**src/rtl/jtkiwi_shr_pkg.sv**
```systemverilog
// Shared definitions for the sub-CPU side of the main/sub shared-RAM port:
// FSM state encoding, bus widths and the latched request payload.
package jtkiwi_shr_pkg;

  localparam int unsigned SHR_AW = 13;
  localparam int unsigned SHR_DW = 8;

  typedef enum logic [2:0] {
    ST_IDLE = 3'd0,
    ST_ARB  = 3'd1,
    ST_ACC  = 3'd2,
    ST_DONE = 3'd3,
    ST_REL  = 3'd4
  } shr_state_e;

  // Request held stable toward the main block from ARB entry to IDLE
  typedef struct packed {
    logic              rnw;
    logic [SHR_AW-1:0] addr;
    logic [SHR_DW-1:0] data;
  } shr_req_t;

endpackage

```
**src/rtl/jtkiwi_shr_bridge_if.sv**
```systemverilog
// Bus bundle between the sub Z80 wrapper, the bridge and the main CPU block.
//   cpu_*    : decoded sub-CPU shared-RAM cycle, read data and WAIT
//   shr_*    : request / address / write data toward the main block
//   sub_rnw  : shared-RAM direction for the sub side
//   mshramen : main CPU currently owns the RAM
//   shr_dout : registered shared-RAM read port
// slave  : the bridge's view; master : the surrounding system's view.
interface jtkiwi_shr_bridge_if;
  import jtkiwi_shr_pkg::*;

  logic              cpu_cs;
  logic              cpu_rnw;
  logic [SHR_AW-1:0] cpu_addr;
  logic [SHR_DW-1:0] cpu_dout;
  logic [SHR_DW-1:0] cpu_din;
  logic              wait_n;
  logic              shr_cs;
  logic [SHR_AW-1:0] shr_addr;
  logic [SHR_DW-1:0] shr_din;
  logic              sub_rnw;
  logic              mshramen;
  logic [SHR_DW-1:0] shr_dout;

  modport slave (
    input  cpu_cs, cpu_rnw, cpu_addr, cpu_dout, mshramen, shr_dout,
    output cpu_din, wait_n, shr_cs, shr_addr, shr_din, sub_rnw
  );

  modport master (
    output cpu_cs, cpu_rnw, cpu_addr, cpu_dout, mshramen, shr_dout,
    input  cpu_din, wait_n, shr_cs, shr_addr, shr_din, sub_rnw
  );

endinterface

```
**src/rtl/jtkiwi_shr_bridge.sv**
```systemverilog
// Sub-CPU side of the main/sub shared-RAM port. Converts a decoded sub-CPU
// shared-RAM cycle into a held request toward the main block, infers the
// grant from mshramen staying low for GNT_LEN samples, captures read data
// and stalls the sub CPU on wait_n until the access has completed.
// Ports:
//   clk, rst_n : clock, asynchronous active-low reset
//   bus        : slave view of jtkiwi_shr_bridge_if (CPU and shared-RAM side)
//   stall_err  : sticky, arbitration lasted TMO cycles without a grant
//   st_dout    : debug {stall_err, 2'd0, gcnt[1:0], state[2:0]}
module jtkiwi_shr_bridge
  import jtkiwi_shr_pkg::*;
#(
  parameter int unsigned TMO     = 255,
  parameter int unsigned GNT_LEN = 2
) (
  input  logic                clk,
  input  logic                rst_n,
  jtkiwi_shr_bridge_if.slave  bus,
  output logic                stall_err,
  output logic [7:0]          st_dout
);

  localparam int unsigned TW = $clog2(TMO + 1);
  // gcnt is at least 2 bits wide so the debug view can always show gcnt[1:0]
  localparam int unsigned GW = ($clog2(GNT_LEN + 1) < 2) ? 2 : $clog2(GNT_LEN + 1);

  shr_state_e        state_q, state_d;
  shr_req_t          req_q, req_d;
  logic              shr_cs_q, shr_cs_d;
  logic [SHR_DW-1:0] cpu_din_q, cpu_din_d;
  logic              stall_err_q, stall_err_d;
  logic [GW-1:0]     gcnt_q, gcnt_d, gcnt_inc;
  logic [TW-1:0]     tcnt_q, tcnt_d;

  // State and datapath registers
  always_ff @(posedge clk or negedge rst_n) begin
    if (!rst_n) begin
      state_q     <= ST_IDLE;
      req_q       <= '{rnw: 1'b1, addr: '0, data: '0};
      shr_cs_q    <= 1'b0;
      cpu_din_q   <= '0;
      stall_err_q <= 1'b0;
      gcnt_q      <= '0;
      tcnt_q      <= '0;
    end else begin
      state_q     <= state_d;
      req_q       <= req_d;
      shr_cs_q    <= shr_cs_d;
      cpu_din_q   <= cpu_din_d;
      stall_err_q <= stall_err_d;
      gcnt_q      <= gcnt_d;
      tcnt_q      <= tcnt_d;
    end
  end

  // Next-state, request latch, grant/timeout counters
  always_comb begin
    state_d     = state_q;
    req_d       = req_q;
    shr_cs_d    = shr_cs_q;
    cpu_din_d   = cpu_din_q;
    stall_err_d = stall_err_q;
    gcnt_d      = gcnt_q;
    tcnt_d      = tcnt_q;
    gcnt_inc    = gcnt_q + GW'(1);

    case (state_q)
      ST_IDLE: begin
        if (bus.cpu_cs) begin
          req_d    = '{rnw: bus.cpu_rnw, addr: bus.cpu_addr, data: bus.cpu_dout};
          shr_cs_d = 1'b1;
          gcnt_d   = '0;
          tcnt_d   = '0;
          state_d  = ST_ARB;
        end
      end
      ST_ARB: begin
        if (!bus.cpu_cs) begin
          shr_cs_d  = 1'b0;
          req_d.rnw = 1'b1;
          state_d   = ST_REL;
        end else begin
          if (tcnt_q != TW'(TMO)) begin
            tcnt_d = tcnt_q + TW'(1);
            if (tcnt_q == TW'(TMO - 1)) stall_err_d = 1'b1;
          end
          // Any main-side ownership sample restarts the grant count
          if (bus.mshramen) begin
            gcnt_d = '0;
          end else begin
            gcnt_d = gcnt_inc;
            if (gcnt_inc == GW'(GNT_LEN)) state_d = ST_ACC;
          end
        end
      end
      ST_ACC: begin
        if (!bus.cpu_cs) begin
          shr_cs_d  = 1'b0;
          req_d.rnw = 1'b1;
          state_d   = ST_REL;
        end else begin
          if (req_q.rnw) cpu_din_d = bus.shr_dout;
          state_d = ST_DONE;
        end
      end
      ST_DONE: begin
        if (!bus.cpu_cs) begin
          shr_cs_d  = 1'b0;
          req_d.rnw = 1'b1;
          state_d   = ST_REL;
        end
      end
      ST_REL:  state_d = ST_IDLE;
      default: state_d = ST_IDLE;
    endcase
  end

  // WAIT is released only once the access is done; forced high in reset
  assign bus.wait_n   = ~rst_n | ~(bus.cpu_cs & (state_q != ST_DONE));
  assign bus.shr_cs   = shr_cs_q;
  assign bus.shr_addr = req_q.addr;
  assign bus.shr_din  = req_q.data;
  assign bus.sub_rnw  = req_q.rnw;
  assign bus.cpu_din  = cpu_din_q;
  assign stall_err    = stall_err_q;
  assign st_dout      = {stall_err_q, 2'b00, gcnt_q[1:0], state_q};

endmodule
```
**src/flat_wrapper.sv**
```systemverilog
// flat-port wrapper written by rule: the top's interface ports become plain ports
module jtkiwi_shr_bridge_flat import jtkiwi_shr_pkg::*;
#(
  parameter int unsigned TMO     = 255,
  parameter int unsigned GNT_LEN = 2
)
  (clk, rst_n, stall_err, st_dout, bus_cpu_cs, bus_cpu_rnw, bus_cpu_addr, bus_cpu_dout, bus_mshramen, bus_shr_dout, bus_cpu_din, bus_wait_n, bus_shr_cs, bus_shr_addr, bus_shr_din, bus_sub_rnw);
  jtkiwi_shr_bridge_if bus_i ();
  input  logic clk;
  input  logic rst_n;
  output logic stall_err;
  output logic [7:0] st_dout;
  input wire logic [$bits(bus_i.cpu_cs)-1:0] bus_cpu_cs;
  input wire logic [$bits(bus_i.cpu_rnw)-1:0] bus_cpu_rnw;
  input wire logic [$bits(bus_i.cpu_addr)-1:0] bus_cpu_addr;
  input wire logic [$bits(bus_i.cpu_dout)-1:0] bus_cpu_dout;
  input wire logic [$bits(bus_i.mshramen)-1:0] bus_mshramen;
  input wire logic [$bits(bus_i.shr_dout)-1:0] bus_shr_dout;
  output wire logic [$bits(bus_i.cpu_din)-1:0] bus_cpu_din;
  output wire logic [$bits(bus_i.wait_n)-1:0] bus_wait_n;
  output wire logic [$bits(bus_i.shr_cs)-1:0] bus_shr_cs;
  output wire logic [$bits(bus_i.shr_addr)-1:0] bus_shr_addr;
  output wire logic [$bits(bus_i.shr_din)-1:0] bus_shr_din;
  output wire logic [$bits(bus_i.sub_rnw)-1:0] bus_sub_rnw;
  assign bus_i.cpu_cs = bus_cpu_cs;
  assign bus_i.cpu_rnw = bus_cpu_rnw;
  assign bus_i.cpu_addr = bus_cpu_addr;
  assign bus_i.cpu_dout = bus_cpu_dout;
  assign bus_i.mshramen = bus_mshramen;
  assign bus_i.shr_dout = bus_shr_dout;
  assign bus_cpu_din = bus_i.cpu_din;
  assign bus_wait_n = bus_i.wait_n;
  assign bus_shr_cs = bus_i.shr_cs;
  assign bus_shr_addr = bus_i.shr_addr;
  assign bus_shr_din = bus_i.shr_din;
  assign bus_sub_rnw = bus_i.sub_rnw;
  jtkiwi_shr_bridge #(.TMO(TMO), .GNT_LEN(GNT_LEN)) u_core (.clk(clk), .rst_n(rst_n), .bus(bus_i), .stall_err(stall_err), .st_dout(st_dout));
endmodule
```
**config.mk**
```make
export PLATFORM = sky130hd
export DESIGN_NAME = jtkiwi_shr_bridge_flat
export DESIGN_NICKNAME = d
export VERILOG_FILES = /design/src/rtl/jtkiwi_shr_pkg.sv /design/src/rtl/jtkiwi_shr_bridge_if.sv /design/src/rtl/jtkiwi_shr_bridge.sv /design/src/flat_wrapper.sv
export SDC_FILE = /design/constraint.sdc
export NUM_CORES = 1
export LEC_CHECK = 0
export CAP_MARGIN = 15
export CORE_ASPECT_RATIO = 0.75
export CORE_UTILIZATION = 44
export DETAILED_ROUTE_END_ITERATION = 16
export GPL_ROUTABILITY_DRIVEN = 0
export MAX_ROUTING_LAYER = met4
export PLACE_DENSITY = 0.79
export RECOVER_POWER = 100
export REMOVE_ABC_BUFFERS = 1
export SETUP_SLACK_MARGIN = 0.4
export SLEW_MARGIN = 20
export SYNTH_ARGS = -nofsm -noshare
export SYNTH_HDL_FRONTEND = slang
export SYNTH_SLANG_ARGS = --single-unit
```
**constraint.sdc**
```tcl
create_clock -name clk -period 2.35 [get_ports clk]
set_clock_uncertainty 0.05 [all_clocks]
set_input_delay 0.705 -clock clk [delete_from_list [all_inputs] [get_ports clk]]
set_output_delay 0.705 -clock clk [all_outputs]
set_load 0.005 [all_outputs]
```
Word-level counts from Yosys, hierarchy flattened
Index checks and enable logic that the tools add are counted.
{"block": "word_totals", "inputBits": 34, "elab_cells": 61, "reg_bits": 45, "output_inout_bits": 41}
{"block": "classes", "bitwise": 4, "n_eq_ne": 14, "reduce_logical": 11, "add_sub_neg": 2, "muxes": 21}
{"operator": "2-to-1 mux 8 bit", "count": 3}
{"operator": "2-to-1 mux 22 bit", "count": 1}
{"operator": "2-to-1 mux 3 bit", "count": 6}
{"operator": "one-hot mux 8 bit (2 select lines)", "count": 1}
{"operator": "one-hot mux 3 bit (4 select lines)", "count": 1}
{"operator": "AND reduction 4 bit", "count": 3}
{"operator": "AND reduction 3 bit", "count": 3}
{"operator": "adder 8 x 1 -> 8 bit (second input constant)", "count": 1}
{"operator": "== test 8 bit (second input constant)", "count": 1}
{"operator": "!= test 2 bit (second input constant)", "count": 4}
{"operator": "!= test 8 bit (second input constant)", "count": 1}
{"operator": "== test 3 x 2 -> 1 bit (second input constant)", "count": 2}
{"operator": "2-to-1 mux 2 bit", "count": 3}
{"operator": "!= test 3 x 2 -> 1 bit (second input constant)", "count": 2}
{"operator": "one-hot mux 1 bit (2 select lines)", "count": 2}
{"operator": "one-hot mux 2 bit (2 select lines)", "count": 1}
{"operator": "nonzero test 2 bit", "count": 2}
{"operator": "== test 3 x 1 -> 1 bit (second input constant)", "count": 1}
{"operator": "logical NOT 3 bit", "count": 1}
{"operator": "2-to-1 mux 1 bit", "count": 3}
{"operator": "!= test 3 bit (second input constant)", "count": 1}
{"operator": "OR reduction 3 bit", "count": 1}
{"operator": "adder 2 x 1 -> 2 bit (second input constant)", "count": 1}
{"operator": "== test 2 bit (second input constant)", "count": 1}
{"operator": "other kinds (5)", "count": 6}

Logic depth before layout (Yosys ltp)
{"block": "logic_depth", "word_depth": 6, "depth_mapped": 6}

Worst setup path before layout
Ideal clock, no wire load.
{"block": "synth_timing", "path_kind": "input-to-reg", "startpoint": "in bus_cpu_cs", "endpoint": "reg u_core.cpu_din_q[0] (netlist: u_core.bus.cpu_din[0])", "arrival_time_ps": 1601, "setup_slack_ps": 574, "stages": 4, "setup_time_ps": 125, "cell_sequence": "nand2b_4 -> or4_4 -> buf_6 -> mux2_4"}
{"block": "synth_via", "elab_chain_cells": 1}
{"element": "from (decl)", "line_no": "flat_wrapper.sv:13", "text": "input wire logic [$bits(bus_i.cpu_cs)-1:0] bus_cpu_cs;"}
{"element": "AND reduction 3 bit (no source line)"}
{"element": "to (signal assigned)", "line_no": "jtkiwi_shr_bridge.sv:49", "text": "cpu_din_q <= cpu_din_d;"}
{"element": "to (decl)", "line_no": "jtkiwi_shr_bridge.sv:30", "text": "logic [SHR_DW-1:0] cpu_din_q, cpu_din_d;"}
Every way passes these cells.
A chain may end at the register's enable or synchronous reset.

Final worst setup path
{"block": "layout_timing", "startpoint": "reg u_core.req_q (netlist bit u_core.bus.shr_addr[7])", "endpoint": "out bus_shr_addr[7]"}
{"element": "from (decl)", "line_no": "jtkiwi_shr_bridge.sv:28", "text": "shr_req_t req_q, req_d;"}
{"element": "from (signal assigned)", "line_no": "jtkiwi_shr_bridge.sv:39", "text": "req_q <= '{rnw: 1'b1, addr: '0, data: '0};"}
{"element": "from (signal assigned)", "line_no": "jtkiwi_shr_bridge.sv:47", "text": "req_q <= req_d;"}
{"element": "to (decl)", "line_no": "flat_wrapper.sv:22", "text": "output wire logic [$bits(bus_i.shr_addr)-1:0] bus_shr_addr;"}
No word-level cell between the ends.

==> out/results.ini <==
[min_path]
min_path_type=reg2reg

[placement]
io_buffers=72
dp_slack_ns=-0.09557
dp_hpwl_um=3311

[drt]
first_iter_violations=33
wl_met2_um=2326
wl_met3_um=395
wl_per_cell_um=14.41
remaining_drc_errors=0
vias=1778
dr.pass1.iters=5
via_per_inst=5.109
highest_layer=met4
wl_met1_um=2221
wl_um=5016
ant_nets=0

[synthesis]
synth_cells=197
yosys-top-cells-area=dfrtp_1, nand2_1, mux2_4
synth-simple-area-share=0.2134
async_flop_share=1.000
avgSynthCellArea_um2=10.42
yosys.area_share.xor_xnor=0
synthTopCellsByCount=nand2_1, dfrtp_1, mux2_4
synth_edf_count=0
seq_area_frac_synth=0.5494
synth_largest_area_cell=dfrtp_1
synth_cell_types=41
synth_top_family_by_area=simple AND/OR/NAND/NOR gates
syn_area_mm2=0.002052
synth-warning-count=0
synth.top_cell.area_share=0.5366
synth-compound-area-share=0.08720
synth_most_common_cell=nand2_1
synthAdderAreaFrac=0.01829
synth_ff_type=dfrtp_1
synth-seq-cells=45
synthMuxAreaShare=0.07317

[pwr]
ir_worst_vdd_uv=492.0
leakagePower_nw=1.460
powerDensity_mw_per_mm2=709.7

[status]
outcome=finished clean

[floorplan]
core_area_mm2=0.004467
die_x_um=80.86
die_area_mm2=0.004943
io_pins=75
start_util=0.4594
rows=21
fp.dieH_um=61.14

[setup_path]
slowest_stage=dlygate4sd3_1
crit_family=buffers and inverters
required_ns=1.59
crit_path_max_incr_delay_ns=0.57
cp-end-kind=primary output
cp-start-kind=flip-flop
crit_arrival_ns=1.25
worstSetupPathType=reg2out
critPathBufInv=1
worstPathCellList=dlygate4sd3_1
critical_path.max_fanout=2

[timing]
clock.fmax_mhz=497.8
drv_slew=0
setup_viol=0
worst_pin_slew_ns=1.086
hold_viol=0
period_share=0.8549
relSlewSlack=0.2762
fin_ws_ns=0.3410
rsz0062_at_grt=false
period_needed_ns=2.009
fin_tns_setup_ns=0

[global_route]
track_usage=0.2212
gr-total-overflow=0
grt_first_pass_wirelength_um=7672
antenna_found_initial=0
first_global_vias=1608
grt_max_degree=46

[layout]
drive_gt1_frac=0.1443
nets=327
seqCellArea_mm2=0.001129
fillCellCount=386
multi_input_area_um2=785.8
area_growth_syn_to_layout_pct=47.20
diodes=0

[clock_network]
cts_tree=done
cts.sinks=45
clkSlewWorstSetupHoldPaths_ns=0.09
clock_latency_ns=0.31
cts_root_buf=clkbuf_8
cts_max_level=2
clock_tree.buffer_depth=2
cts_buffers=5
postCtsHoldBufs=0

[flow_run]
cap_viol_max_count=0

## sequential cells by signal (all words and copies together) (netlist names)
register,count
u_core.tcnt_q,8
u_core.bus.shr_addr,13
u_core.state_q,3
u_core.gcnt_q,2
u_core.bus.shr_din,8
u_core.bus.shr_cs,1
u_core.bus.sub_rnw,1
u_core.stall_err,1
u_core.bus.cpu_din,8
## logic make-up (layout without fill, tap and decap cells)
family | Yosys count | after routing
buf+inv | 22 | 115
other cells | 1 | 2
flops | 45 | 45
fa+ha+maj | 3 | 3
simple gates | 91 | 91
mux | 11 | 11
compound gates | 24 | 24
## per-layer routing
metal	GRT usage	vias up
met1	0.2824	867
met4	0.06122	0
met3	0.1007	8
li1	-	847
met5	-	-
met2	0.3169	56
## worst paths after layout
check	cells after the start	to	start	slack [ns]
setup reg to reg	6	u_core.tcnt_q[1]	u_core.state_q[0]	0.34
setup / recovery	1	bus_shr_addr[7]	u_core.bus.shr_addr[7]	0.34
min in group asynchronous	2	u_core.bus.shr_addr[1]	rst_n	0.72
max in group asynchronous	2	u_core.state_q[2]	rst_n	0.81
hold / removal	2	u_core.bus.shr_addr[1]	u_core.bus.shr_addr[1]	0.43
hold reg to reg	2	u_core.bus.shr_addr[1]	u_core.bus.shr_addr[1]	0.43
## repair_timing
item | 4_1_cts | 5_1_grt
setup buffers | 6 | 12
resized for setup | 19 | 21
hold endpoints to repair | 0 | 0
setup endpoints to repair | 55 | 24
## power breakdown
group	switching [mW]	internal [mW]	total (mW)	leakage [nW]
sequential	0.0838	0.901	0.985	0.572
clock	0.276	0.321	0.597	0.0558
combinational	0.224	0.337	0.561	0.832
total	0.584	1.56	2.14	1.46
## final cells by class
cell class / count / share of cell area
repair buffers: 99 / 0.2958
multi-input cells: 131 / 0.2601
inverters: 8 / 0.009942
flip-flops and latches: 45 / 0.3737
well taps: 57 / 0.02361
clock buffers: 6 / 0.02403
clock inverters: 2 / 0.01284
## cell usage in the layout, fill, tap and decap left out, types with 2 or more instances in the layout
master / n
a31oi_1: 4
a211oi_1: 5
clkbuf_8: 5
ha_1: 3
a21oi_1: 2
mux2_1: 7
nor2_1: 5
nand2_1: 67
buf_4: 22
a41oi_1: 3
clkdlybuf4s50_1: 30
and2_1: 2
mux2i_1: 3
o21ai_0: 3
dlygate4sd3_1: 5
clkdlybuf4s25_1: 19
nand3_1: 3
dfrtp_1: 43
inv_1: 7
o31ai_1: 2
dlygate4sd2_1: 16
clkbuf_1: 5
conb_1: 2
## metrics by stage
step / cells / total power, mW / area, µm² / util / hold WS [ns]
6_report: 348 / 2.144 / 3020 / 0.6762 / 0.4350
5_1_grt: 348 / 2.258 / 3020 / 0.6762 / 0.4566
4_1_cts: 336 / 2.147 / 2977 / 0.6664 / 0.4364
3_5_place_dp: 322 / 1.562 / 2836 / 0.6350 / 0.4136
3_3_place_gp: 322 / 1.545 / 2836 / 0.6350 / 0.4068
2_1_floorplan: 184 / 1.175 / 1969 / - / 0.3594
No activity file was read; power rests on OpenSTA's default activity.
==> RTL change: new RTL, same flow settings <==
`TMO` is set to 255 in 2 places; all go to 510.
--- a/src/rtl/jtkiwi_shr_bridge.sv
+++ b/src/rtl/jtkiwi_shr_bridge.sv
@@ -12,3 +12,3 @@
 #(
-  parameter int unsigned TMO     = 255,
+  parameter int unsigned TMO     = 510,
   parameter int unsigned GNT_LEN = 2
--- a/src/flat_wrapper.sv
+++ b/src/flat_wrapper.sv
@@ -3,3 +3,3 @@
 #(
-  parameter int unsigned TMO     = 255,
+  parameter int unsigned TMO     = 510,
   parameter int unsigned GNT_LEN = 2
Function: same outputs for any inputs over 10 cycles, from zero or initial values and one cycle with rst_n low; that may be too few to reach the edited logic, so the function may still have changed.
==> RTL change against the original RTL <==
  * Critical endpoint is now u_core.tcnt_q[6]
  * Power is 3.9% lower
  * Final area is 3.2% higher
  * Area after synthesis is 5.7% higher
  * Critical path depth is 5 higher
  * Hold slack better by 0.0092 ns
  * Largest power group unchanged
  * Worst setup slack worse by 0.024 ns
  * Sequential cell count is 1 higher
  * Wire length is 4.7% lower
==> RTL change: results <==
group,metric,value,unit
clocking,cts-resized-gates,15,
worst_setup_path,critical_path.max_stage_delay,0.34,ns
final_layout,clk_share,2.77,%
final_layout,buffers,98,
final_layout,n_fill_cell,358,
final_layout,drive_above_1_share,21.1,%
synthesis,async_flop_share,100,%
pwr,leakage,1.35,nW
synthesis,synth_fa_ha_area_share,2.31,%
final_layout,multi_input_cells,103,
worst_setup_path,r2r-end,"u_core.tcnt_q[4]",
worst_setup_path,worstPathMaxFanout,8,
clocking,cts_buffer_depth,2,
worst_setup_path,reg2reg_slack,0.43,ns
global_route,grt_util_all_layers,20.6,%
synthesis,synth_compound_area_share,10.6,%
route,routedWlPerCell,15.0,um
route,drt-pass1-iter-count,4,
final_layout,largest_reg_flops,13,
clocking,clock_latency,0.29,ns
synthesis,yosysSeqAreaShare,53.1,%
pwr,ir_drop,0.437,mV
global_route,grt_first_pass_wirelength,8190,um
final_layout,inverters,6,
run_status,status,"finished clean",
clocking,clock-sinks,46,
global_route,grt_util_met3,5.68,%
synthesis,synthTopCellsByArea,"dfrtp_1 52%, mux2_4 10%, mux2_2 7.3%, ha_1 2.3%, o41ai_2 2.2%",
global_route,met1_usage,30.3,%
timing,tightest_slew,1.12,ns
worst_hold_path,worstHoldStart,"u_core.bus.shr_addr[4]",
route,drt_iter0_drc,41,
final_layout,final_nets,298,
worst_setup_path,worstRegToRegCells,7,
synthesis,synth.mux.area_fraction,17.6,%
final_layout,seq_area,0.00115,mm2
worst_setup_path,crit_slowest_cell,"o311ai_1",
synthesis,yosysUniqueCellTypes,43,
final_layout,layout.nonclk_buf_share,29.1,%
worst_setup_path,r2r_start,"u_core.state_q[2]",
placement,place_area,0.00301,mm2
worst_hold_path,hold_end,"u_core.bus.shr_addr[4]",
placement,hpwl,3320,um
worst_setup_path,critical-path-top-delay-family,"compound AO/OA/AOI/OAI gates",
worst_hold_path,holdPathStages,1,
final_layout,multiInputGateArea,877,um2
route,vias,1648,
global_route,grt_start_max_net_pins,47,
synthesis,synth_commonest_cells,"45 x dfrtp_1, 15 x mux2_4, 14 x mux2_2, 10 x nand2_1, 9 x nor2_1",
global_route,grtUsageMet2,28.3,%
[RTL change: cell count changes in the layout (fill, tap and decap cells not counted), sizes merged, moves of 5 or more]
cell,change
mux2,+21
dlygate4sd2,-10
buf,-5
nand2,-56
o21ai,+7
a211oi,-5
dlygate4sd3,+5
[RTL change: cell families after synthesis]
kind of cell,count (synthesis)
flip-flops,46
AND/OR/NAND/NOR,40
multiplexers,29
AO/OA/AOI/OAI,28
buffers and inverters,16
adder cells (fa/ha/maj),4
other,1
[RTL change: routing by layer]
layer | part of all wire, % | wire (um)
met5 | 0 | 0
met4 | 0.29 | 14
met3 | 6.9 | 330
met2 | 43 | 2050
met1 | 50 | 2380
[RTL change: worst max path at each step]
stage | slack, ns | endpoint | startpoint
2_1_floorplan | 0.55 | bus_wait_n | u_core.state_q[0]
3_3_place_gp | -0.18 | bus_wait_n | bus_cpu_cs
3_5_place_dp | -0.22 | bus_wait_n | bus_cpu_cs
4_1_cts | 0.36 | bus_wait_n | u_core.state_q[1]
5_1_grt | 0.16 | u_core.tcnt_q[7] | bus_cpu_cs
6_report | 0.32 | u_core.tcnt_q[6] | bus_cpu_cs
[RTL change: stage by stage]
stage / setup slack (ns) / utilization (%) / cells / TNS, ns / hold WS [ns]
finish: 0.317 / 67.8 / 318 / 0 / 0.444
global route: 0.163 / 67.8 / 318 / 0 / 0.463
CTS: 0.362 / 68.4 / 311 / 0 / 0.453
detailed placement: -0.220 / 65.4 / 297 / -0.230 / 0.437
global placement: -0.181 / 65.4 / 297 / -0.181 / 0.435
floorplan: 0.551 / - / 155 / 0 / 0.359
[RTL change: where the power goes]
group	leakage, nW	internal (mW)	switching [mW]
logic	0.732	0.373	0.216
clock network	0.0452	0.210	0.260
registers	0.573	0.926	0.0739
